### src/rtl/frame_fifo_serializer_if.sv
// Frame-in / word-out handshake bundle for frame_fifo_serializer, plus its
// fill and drop status outputs.
interface frame_fifo_serializer_if #(
   parameter int WIDTH       = 9,
   parameter int DATA_POINTS = 5,
   parameter int DEPTH_LOG2  = 3
);
   logic                         drop_en;
   logic [DATA_POINTS*WIDTH-1:0] in_data;
   logic                         in_valid;
   logic                         in_ready;
   logic [WIDTH-1:0]             out_data;
   logic                         out_valid;
   logic                         out_ready;
   logic                         out_first;
   logic                         out_last;
   logic [DEPTH_LOG2:0]          fill_count;
   logic                         empty;
   logic                         full;
   logic                         almost_full;
   logic [15:0]                  drop_count;

   modport master (
      output drop_en, in_data, in_valid, out_ready,
      input  in_ready, out_data, out_valid, out_first, out_last,
             fill_count, empty, full, almost_full, drop_count
   );

   modport slave (
      input  drop_en, in_data, in_valid, out_ready,
      output in_ready, out_data, out_valid, out_first, out_last,
             fill_count, empty, full, almost_full, drop_count
   );
endinterface

### src/rtl/frame_fifo_serializer.sv
// Whole-frame FIFO that replays each stored frame word-serially with
// first/last markers; full-FIFO policy is backpressure or drop-and-count.
module frame_fifo_serializer #(
   parameter int WIDTH        = 9,
   parameter int DATA_POINTS  = 5,
   parameter int DEPTH_LOG2   = 3,
   parameter int AFULL_THRESH = 6
) (
   input logic                 eth_clk,
   input logic                 rst,
   frame_fifo_serializer_if.slave bus
);

   localparam int DEPTH = 1 << DEPTH_LOG2;
   localparam int IDX_W = $clog2(DATA_POINTS);
   localparam int FC_W  = DEPTH_LOG2 + 1;

   typedef enum logic {
      IDLE,
      STREAM
   } state_t;

   state_t                state_q, state_d;
   logic [DEPTH_LOG2-1:0] wr_ptr_q, wr_ptr_d;
   logic [DEPTH_LOG2-1:0] rd_ptr_q, rd_ptr_d;
   logic [IDX_W-1:0]      word_idx_q, word_idx_d;
   logic [FC_W-1:0]       fill_count_q, fill_count_d;
   logic [15:0]           drop_count_q, drop_count_d;

   logic [WIDTH-1:0]      mem_q [DEPTH][DATA_POINTS];

   logic empty_w, full_w, afull_w;
   logic in_ready_w, wr_en, drop_ev;
   logic out_valid_w, xfer, last_word, pop;

   function automatic logic [15:0] sat_inc(input logic [15:0] v);
      return (v == 16'hFFFF) ? v : v + 16'd1;
   endfunction

   assign empty_w = (fill_count_q == '0);
   assign full_w  = (fill_count_q == FC_W'(DEPTH));
   assign afull_w = (fill_count_q >= FC_W'(AFULL_THRESH));

   // A pop never frees a slot for a same-cycle write while full.
   assign in_ready_w = !rst && (!full_w || bus.drop_en);
   assign wr_en      = bus.in_valid && in_ready_w && !full_w;
   assign drop_ev    = bus.in_valid && in_ready_w && full_w;

   assign out_valid_w = !rst && !empty_w;
   assign xfer        = out_valid_w && bus.out_ready;
   assign last_word   = (word_idx_q == IDX_W'(DATA_POINTS - 1));
   assign pop         = xfer && last_word;

   always_comb begin
      state_d      = state_q;
      wr_ptr_d     = wr_ptr_q;
      rd_ptr_d     = rd_ptr_q;
      word_idx_d   = word_idx_q;
      fill_count_d = fill_count_q;
      drop_count_d = drop_count_q;

      if (wr_en) begin
         wr_ptr_d = wr_ptr_q + DEPTH_LOG2'(1);
      end
      if (drop_ev) begin
         drop_count_d = sat_inc(drop_count_q);
      end

      if (wr_en && !pop) begin
         fill_count_d = fill_count_q + FC_W'(1);
      end else if (!wr_en && pop) begin
         fill_count_d = fill_count_q - FC_W'(1);
      end

      // STREAM is occupied exactly while the registered fill count is non-zero.
      unique case (state_q)
         IDLE: begin
            if (fill_count_d != '0) begin
               state_d = STREAM;
            end
         end
         STREAM: begin
            if (xfer) begin
               if (last_word) begin
                  word_idx_d = '0;
                  rd_ptr_d   = rd_ptr_q + DEPTH_LOG2'(1);
               end else begin
                  word_idx_d = word_idx_q + IDX_W'(1);
               end
            end
            if (pop && fill_count_d == '0) begin
               state_d = IDLE;
            end
         end
         default: state_d = IDLE;
      endcase
   end

   always_ff @(posedge eth_clk) begin
      if (rst) begin
         state_q      <= IDLE;
         wr_ptr_q     <= '0;
         rd_ptr_q     <= '0;
         word_idx_q   <= '0;
         fill_count_q <= '0;
         drop_count_q <= '0;
      end else begin
         state_q      <= state_d;
         wr_ptr_q     <= wr_ptr_d;
         rd_ptr_q     <= rd_ptr_d;
         word_idx_q   <= word_idx_d;
         fill_count_q <= fill_count_d;
         drop_count_q <= drop_count_d;
      end
   end

   // Frame storage carries no reset; only the pointers and counts define validity.
   always_ff @(posedge eth_clk) begin
      if (wr_en) begin
         for (int i = 0; i < DATA_POINTS; i++) begin
            mem_q[wr_ptr_q][i] <= bus.in_data[i*WIDTH +: WIDTH];
         end
      end
   end

   assign bus.in_ready    = in_ready_w;
   assign bus.out_valid   = out_valid_w;
   assign bus.out_data    = mem_q[rd_ptr_q][word_idx_q];
   assign bus.out_first   = out_valid_w && (word_idx_q == '0);
   assign bus.out_last    = out_valid_w && last_word;
   assign bus.fill_count  = fill_count_q;
   assign bus.empty       = empty_w;
   assign bus.full        = full_w;
   assign bus.almost_full = afull_w;
   assign bus.drop_count  = drop_count_q;

endmodule

### src/flat_wrapper.sv
// flat-port wrapper written by rule: the top's interface ports become plain ports
module frame_fifo_serializer_flat 
#(
   parameter int WIDTH        = 9,
   parameter int DATA_POINTS  = 5,
   parameter int DEPTH_LOG2   = 3,
   parameter int AFULL_THRESH = 6
)
  (eth_clk, rst, bus_drop_en, bus_in_data, bus_in_valid, bus_out_ready, bus_in_ready, bus_out_data, bus_out_valid, bus_out_first, bus_out_last, bus_fill_count, bus_empty, bus_full, bus_almost_full, bus_drop_count);
  frame_fifo_serializer_if #(.WIDTH(WIDTH), .DATA_POINTS(DATA_POINTS), .DEPTH_LOG2(DEPTH_LOG2)) bus_i ();
  input logic eth_clk;
  input logic rst;
  input wire logic [$bits(bus_i.drop_en)-1:0] bus_drop_en;
  input wire logic [$bits(bus_i.in_data)-1:0] bus_in_data;
  input wire logic [$bits(bus_i.in_valid)-1:0] bus_in_valid;
  input wire logic [$bits(bus_i.out_ready)-1:0] bus_out_ready;
  output wire logic [$bits(bus_i.in_ready)-1:0] bus_in_ready;
  output wire logic [$bits(bus_i.out_data)-1:0] bus_out_data;
  output wire logic [$bits(bus_i.out_valid)-1:0] bus_out_valid;
  output wire logic [$bits(bus_i.out_first)-1:0] bus_out_first;
  output wire logic [$bits(bus_i.out_last)-1:0] bus_out_last;
  output wire logic [$bits(bus_i.fill_count)-1:0] bus_fill_count;
  output wire logic [$bits(bus_i.empty)-1:0] bus_empty;
  output wire logic [$bits(bus_i.full)-1:0] bus_full;
  output wire logic [$bits(bus_i.almost_full)-1:0] bus_almost_full;
  output wire logic [$bits(bus_i.drop_count)-1:0] bus_drop_count;
  assign bus_i.drop_en = bus_drop_en;
  assign bus_i.in_data = bus_in_data;
  assign bus_i.in_valid = bus_in_valid;
  assign bus_i.out_ready = bus_out_ready;
  assign bus_in_ready = bus_i.in_ready;
  assign bus_out_data = bus_i.out_data;
  assign bus_out_valid = bus_i.out_valid;
  assign bus_out_first = bus_i.out_first;
  assign bus_out_last = bus_i.out_last;
  assign bus_fill_count = bus_i.fill_count;
  assign bus_empty = bus_i.empty;
  assign bus_full = bus_i.full;
  assign bus_almost_full = bus_i.almost_full;
  assign bus_drop_count = bus_i.drop_count;
  frame_fifo_serializer #(.WIDTH(WIDTH), .DATA_POINTS(DATA_POINTS), .DEPTH_LOG2(DEPTH_LOG2), .AFULL_THRESH(AFULL_THRESH)) u_core (.eth_clk(eth_clk), .rst(rst), .bus(bus_i));
endmodule
### config.mk
export PLATFORM = sky130hd
export DESIGN_NAME = frame_fifo_serializer_flat
export DESIGN_NICKNAME = d
export VERILOG_FILES = /design/src/rtl/frame_fifo_serializer_if.sv /design/src/rtl/frame_fifo_serializer.sv /design/src/flat_wrapper.sv
export SDC_FILE = /design/constraint.sdc
export NUM_CORES = 1
export LEC_CHECK = 0
export ABC_AREA = 1
export BUFFER_PORTS_ARGS = -buffer_cell sky130_fd_sc_hd__buf_2
export CORE_MARGIN = 1.5
export CORE_UTILIZATION = 63
export CTS_BUF_LIST = sky130_fd_sc_hd__clkbuf_4 sky130_fd_sc_hd__clkbuf_8
export DETAILED_ROUTE_END_ITERATION = 8
export PLACE_DENSITY = 0.82
export SKIP_LAST_GASP = 1
export SLEW_MARGIN = 10
export SYNTH_ARGS = -nofsm -noshare
export SYNTH_HDL_FRONTEND = slang
export SYNTH_SLANG_ARGS = --single-unit
### constraint.sdc
create_clock -name eth_clk -period 4.9 [get_ports eth_clk]
set_input_delay 0.245 -clock eth_clk [delete_from_list [all_inputs] [get_ports eth_clk]]
set_output_delay 0.245 -clock eth_clk [all_outputs]
set_load 0.01 [all_outputs]
==> impl_metrics.json <==
{
  "status": "completed",
  "synth.avg_cell_area_um2": 12.9,
  "synth_compound_area_share_pct": 12.4,
  "fin_crit_sh_pct": 72.8,
  "vias": 10700,
  "rows": 57,
  "crit_path_end_kind": "output pin",
  "dp_hpwl_um": 20200,
  "syn-instance-count": 1227,
  "netlist_area_um2": 15800,
  "synth_top_family_by_area": "compound AO/OA/AOI/OAI gates",
  "worst_skew_pair.late_latency_ns": 0.61,
  "totalNegativeSetupSlack_ns": 0,
  "drc": 0,
  "max_cap_viol_count": 0,
  "synthMuxAreaShare_pct": 0,
  "p_leak_uw": 0.00617,
  "numCtsBuffers": 59,
  "cp_data_arrival_time_ns": 3.32,
  "clk_pin_slew_worst_paths_ns": 0.06,
  "tritoncts": "done",
  "synth-seq-cells": 393,
  "totalWireLength_um": 36600,
  "critPathKind": "reg2out",
  "crit_path_start_kind": "flip-flop",
  "grt_pass1_vias": 10700,
  "cts_resized": 0,
  "start_util_pct": 64.6,
  "htree_levels": 2,
  "cts-hold-fix-buffers": 46,
  "ir_drop_uv": 241,
  "die_w_um": 161,
  "track_usage_pct": 28.6,
  "routedWlPerCell_um": 21.2,
  "synth-warning-count": 0,
  "antenna_found_initial": 0,
  "diodes": 0,
  "grt_max_degree": 126,
  "synthXorXnorAreaFrac_pct": 0.444,
  "synth_nets": 1285,
  "skew_ns": 0.0240,
  "io_pins": 86,
  "timing_worst_slew_pin_value_ns": 1.06,
  "maxSlewViolCount": 0,
  "fin_cells": 1727,
  "yosysSeqAreaShare_pct": 72.6,
  "grt_overflow_total": 0,
  "cts_num_sinks": 393,
  "p_per_area_nw_per_um2": 365,
  "slowest_delay_ns": 0.52,
  "rsz0062_at_grt": "false",
  "fin_ws_ns": 1.33,
  "path_max_fanout": 125,
  "antenna_left": 0,
  "clk_path_buf_depth": 3,
  "cts_setup_buffers": 0,
  "area_delta_synth_final_pct": 14.3,
  "finalSetupViolCount": 0,
  "dp_cells": 1572,
  "hp-start": "rst",
  "critical_path.most_common_cell": "nand3_1",
  "core-area_um2": 24500,
  "fmax_mhz": 280,
  "initialDrtViolationCount": 1070,
  "finalHoldViolCount": 0,
  "portBuffers": 85,
  "nets": 1413,
  "grt_pass1_wl_um": 57100,
  "cp_slowest_cell": "dfxtp_4",
  "relSlewSlack_pct": 29.4,
  "place_ws_ns": 1.65,
  "dr.pass1.iters": 5,
  "placed_cell_area_um2": 16400,
  "fp.dieH_um": 161,
  "synth-simple-area-share_pct": 10.3,
  "root_buffer": "clkbuf_8",
  "synth-adder-area-share_pct": 0.634,
  "design_area_um2": 18100,
  "cp.required_ns": 4.66,
  "path_cells": "inv_4 > buf_12 > o21ai_0 > o221ai_1 > nand3_1 > nand3_1 > nand3_1 > nand2_1 > buf_2",
  "drive_gt1_share_pct": 16.0,
  "whs_ns": 0.0328,
  "regToRegStartpoint": "u_core.bus.fill_count[0]",
  "hp-class": "in2reg",
  "finalWorstPathRequiredPeriod_ns": 3.57,
  "dieArea_um2": 26000,
  "via_per_inst": 6.17,
  "gp_congestion": 0.843,
  "synth_cell_types": 37
}
path summary, 6_finish.rpt:
check | endpoint | slack [ns] | cells after the start
max | bus_out_data[2] | 1.33 | 9
min | flip-flop | 0.03 | 2
max reg2reg | u_core.mem_q[0][5] | 1.60 | 8
min reg2reg | flip-flop | 0.49 | 2
cells by family after synthesis:
| logic type | Yosys count |
|---|---|
| flip-flops | 393 |
| AND/OR/NAND/NOR | 376 |
| AO/OA/AOI/OAI | 323 |
| buffers and inverters | 119 |
| XOR/XNOR | 8 |
| adder cells (fa/ha/maj) | 8 |
layout make-up:
type / count / area (um^2)
sequential: 393 / 11500
fill: 1541 / 6410
multi-input combinational: 715 / 3820
timing repair buffer: 148 / 1030
clock buffer: 83 / 1010
tap: 324 / 405
clock inverter: 26 / 163
inverter: 38 / 151
critical path, delay by kind of cell, from the launching register on:
family / cells / cell delay [ns]
AND/OR/NAND/NOR: 4 / 0.60
flip-flops: 1 / 0.52
AO/OA/AOI/OAI: 2 / 0.39
buffers and inverters: 3 / 1.12
synth_stat cells:
library cell  instances  area share [%]
a211oi_1              1           0.048
a21oi_1              27            0.86
and3_1                2           0.079
buf_1                 4           0.095
buf_2                17            0.54
buf_4                11            0.52
buf_6                 6            0.43
clkbuf_1             43             1.0
clkinv_1              1           0.024
clkinv_2              3           0.095
dfxtp_1              33             4.2
edfxtp_1            360              68
ha_1                  8            0.63
inv_1                30            0.71
inv_2                 2           0.048
inv_4                 2           0.079
nand2_1              61             1.4
nand2_2               2           0.079
nand3_1              80             2.5
nand3_2               4            0.25
nand3b_4              1            0.13
nand4_1               5            0.20
nand4_2               1           0.079
nor2_1              208             4.9
nor2_2                1           0.040
nor2_4                1           0.071
nor3_1                6            0.19
nor3_2                3            0.19
nor4_2                1           0.079
o211ai_1             10            0.48
o21ai_0             187             5.9
o21ai_1               7            0.22
o21bai_1              1           0.048
o221ai_1             81             4.5
o22ai_1               9            0.36
xnor2_1               1           0.055
xor2_1                7            0.39
report_power, final:
part | total, uW | internal [uW] | switching (uW)
Sequential | 3710 | 3700 | 15.3
Combinational | 245 | 85.9 | 159
Clock | 2640 | 1430 | 1210
Total | 6600 | 5220 | 1380
placed cells by master, fill, tap and decap left out, types with 2 or more instances in the layout:
| cell | n |
|---|---|
| a21oi_1 | 27 |
| and3_1 | 2 |
| buf_2 | 85 |
| buf_4 | 16 |
| bufinv_16 | 2 |
| clkbuf_4 | 21 |
| clkbuf_8 | 62 |
| clkinv_1 | 20 |
| clkinv_2 | 6 |
| dfxtp_1 | 30 |
| dfxtp_2 | 2 |
| dlygate4sd3_1 | 46 |
| edfxtp_1 | 360 |
| ha_1 | 8 |
| inv_1 | 30 |
| inv_2 | 2 |
| inv_4 | 2 |
| nand2_1 | 61 |
| nand2_2 | 2 |
| nand3_1 | 80 |
| nand3_2 | 4 |
| nand4_1 | 5 |
| nor2_1 | 200 |
| nor2_4 | 9 |
| nor3_1 | 6 |
| nor3_2 | 3 |
| o211ai_1 | 10 |
| o21ai_0 | 187 |
| o21ai_1 | 7 |
| o221ai_1 | 81 |
| o22ai_1 | 9 |
| xor2_1 | 7 |
metrics by stage:
stage,total power (uW),utilization [%]
final,6600,73.8
after global routing,6770,73.8
after CTS,6610,73.8
after detailed placement,4000,67.1
after global placement,3990,67.1
after floorplan,3880,-
registers in the layout, summed over array words and instances, names as in the netlist, named ones only:
signal / flops
u_core.bus.drop_count: 16
u_core.state_q: 1
u_core.word_idx_q: 3
u_core.bus.fill_count: 4
u_core.wr_ptr_q: 3
u_core.rd_ptr_q: 3
u_core.mem_q: 360
metal layers:
metal  GRT usage, %  share of wire, %  routed length (um)  vias to the layer above
li1               -                 -                   -                     4867
met1           38.2                39               14200                     5128
met2           47.5                49               17900                      578
met3           4.93               9.5                3460                       86
met4           10.9               2.7                1000                        0
met5              0                 0                   0                        -
Power figures use the tool's default switching activity.
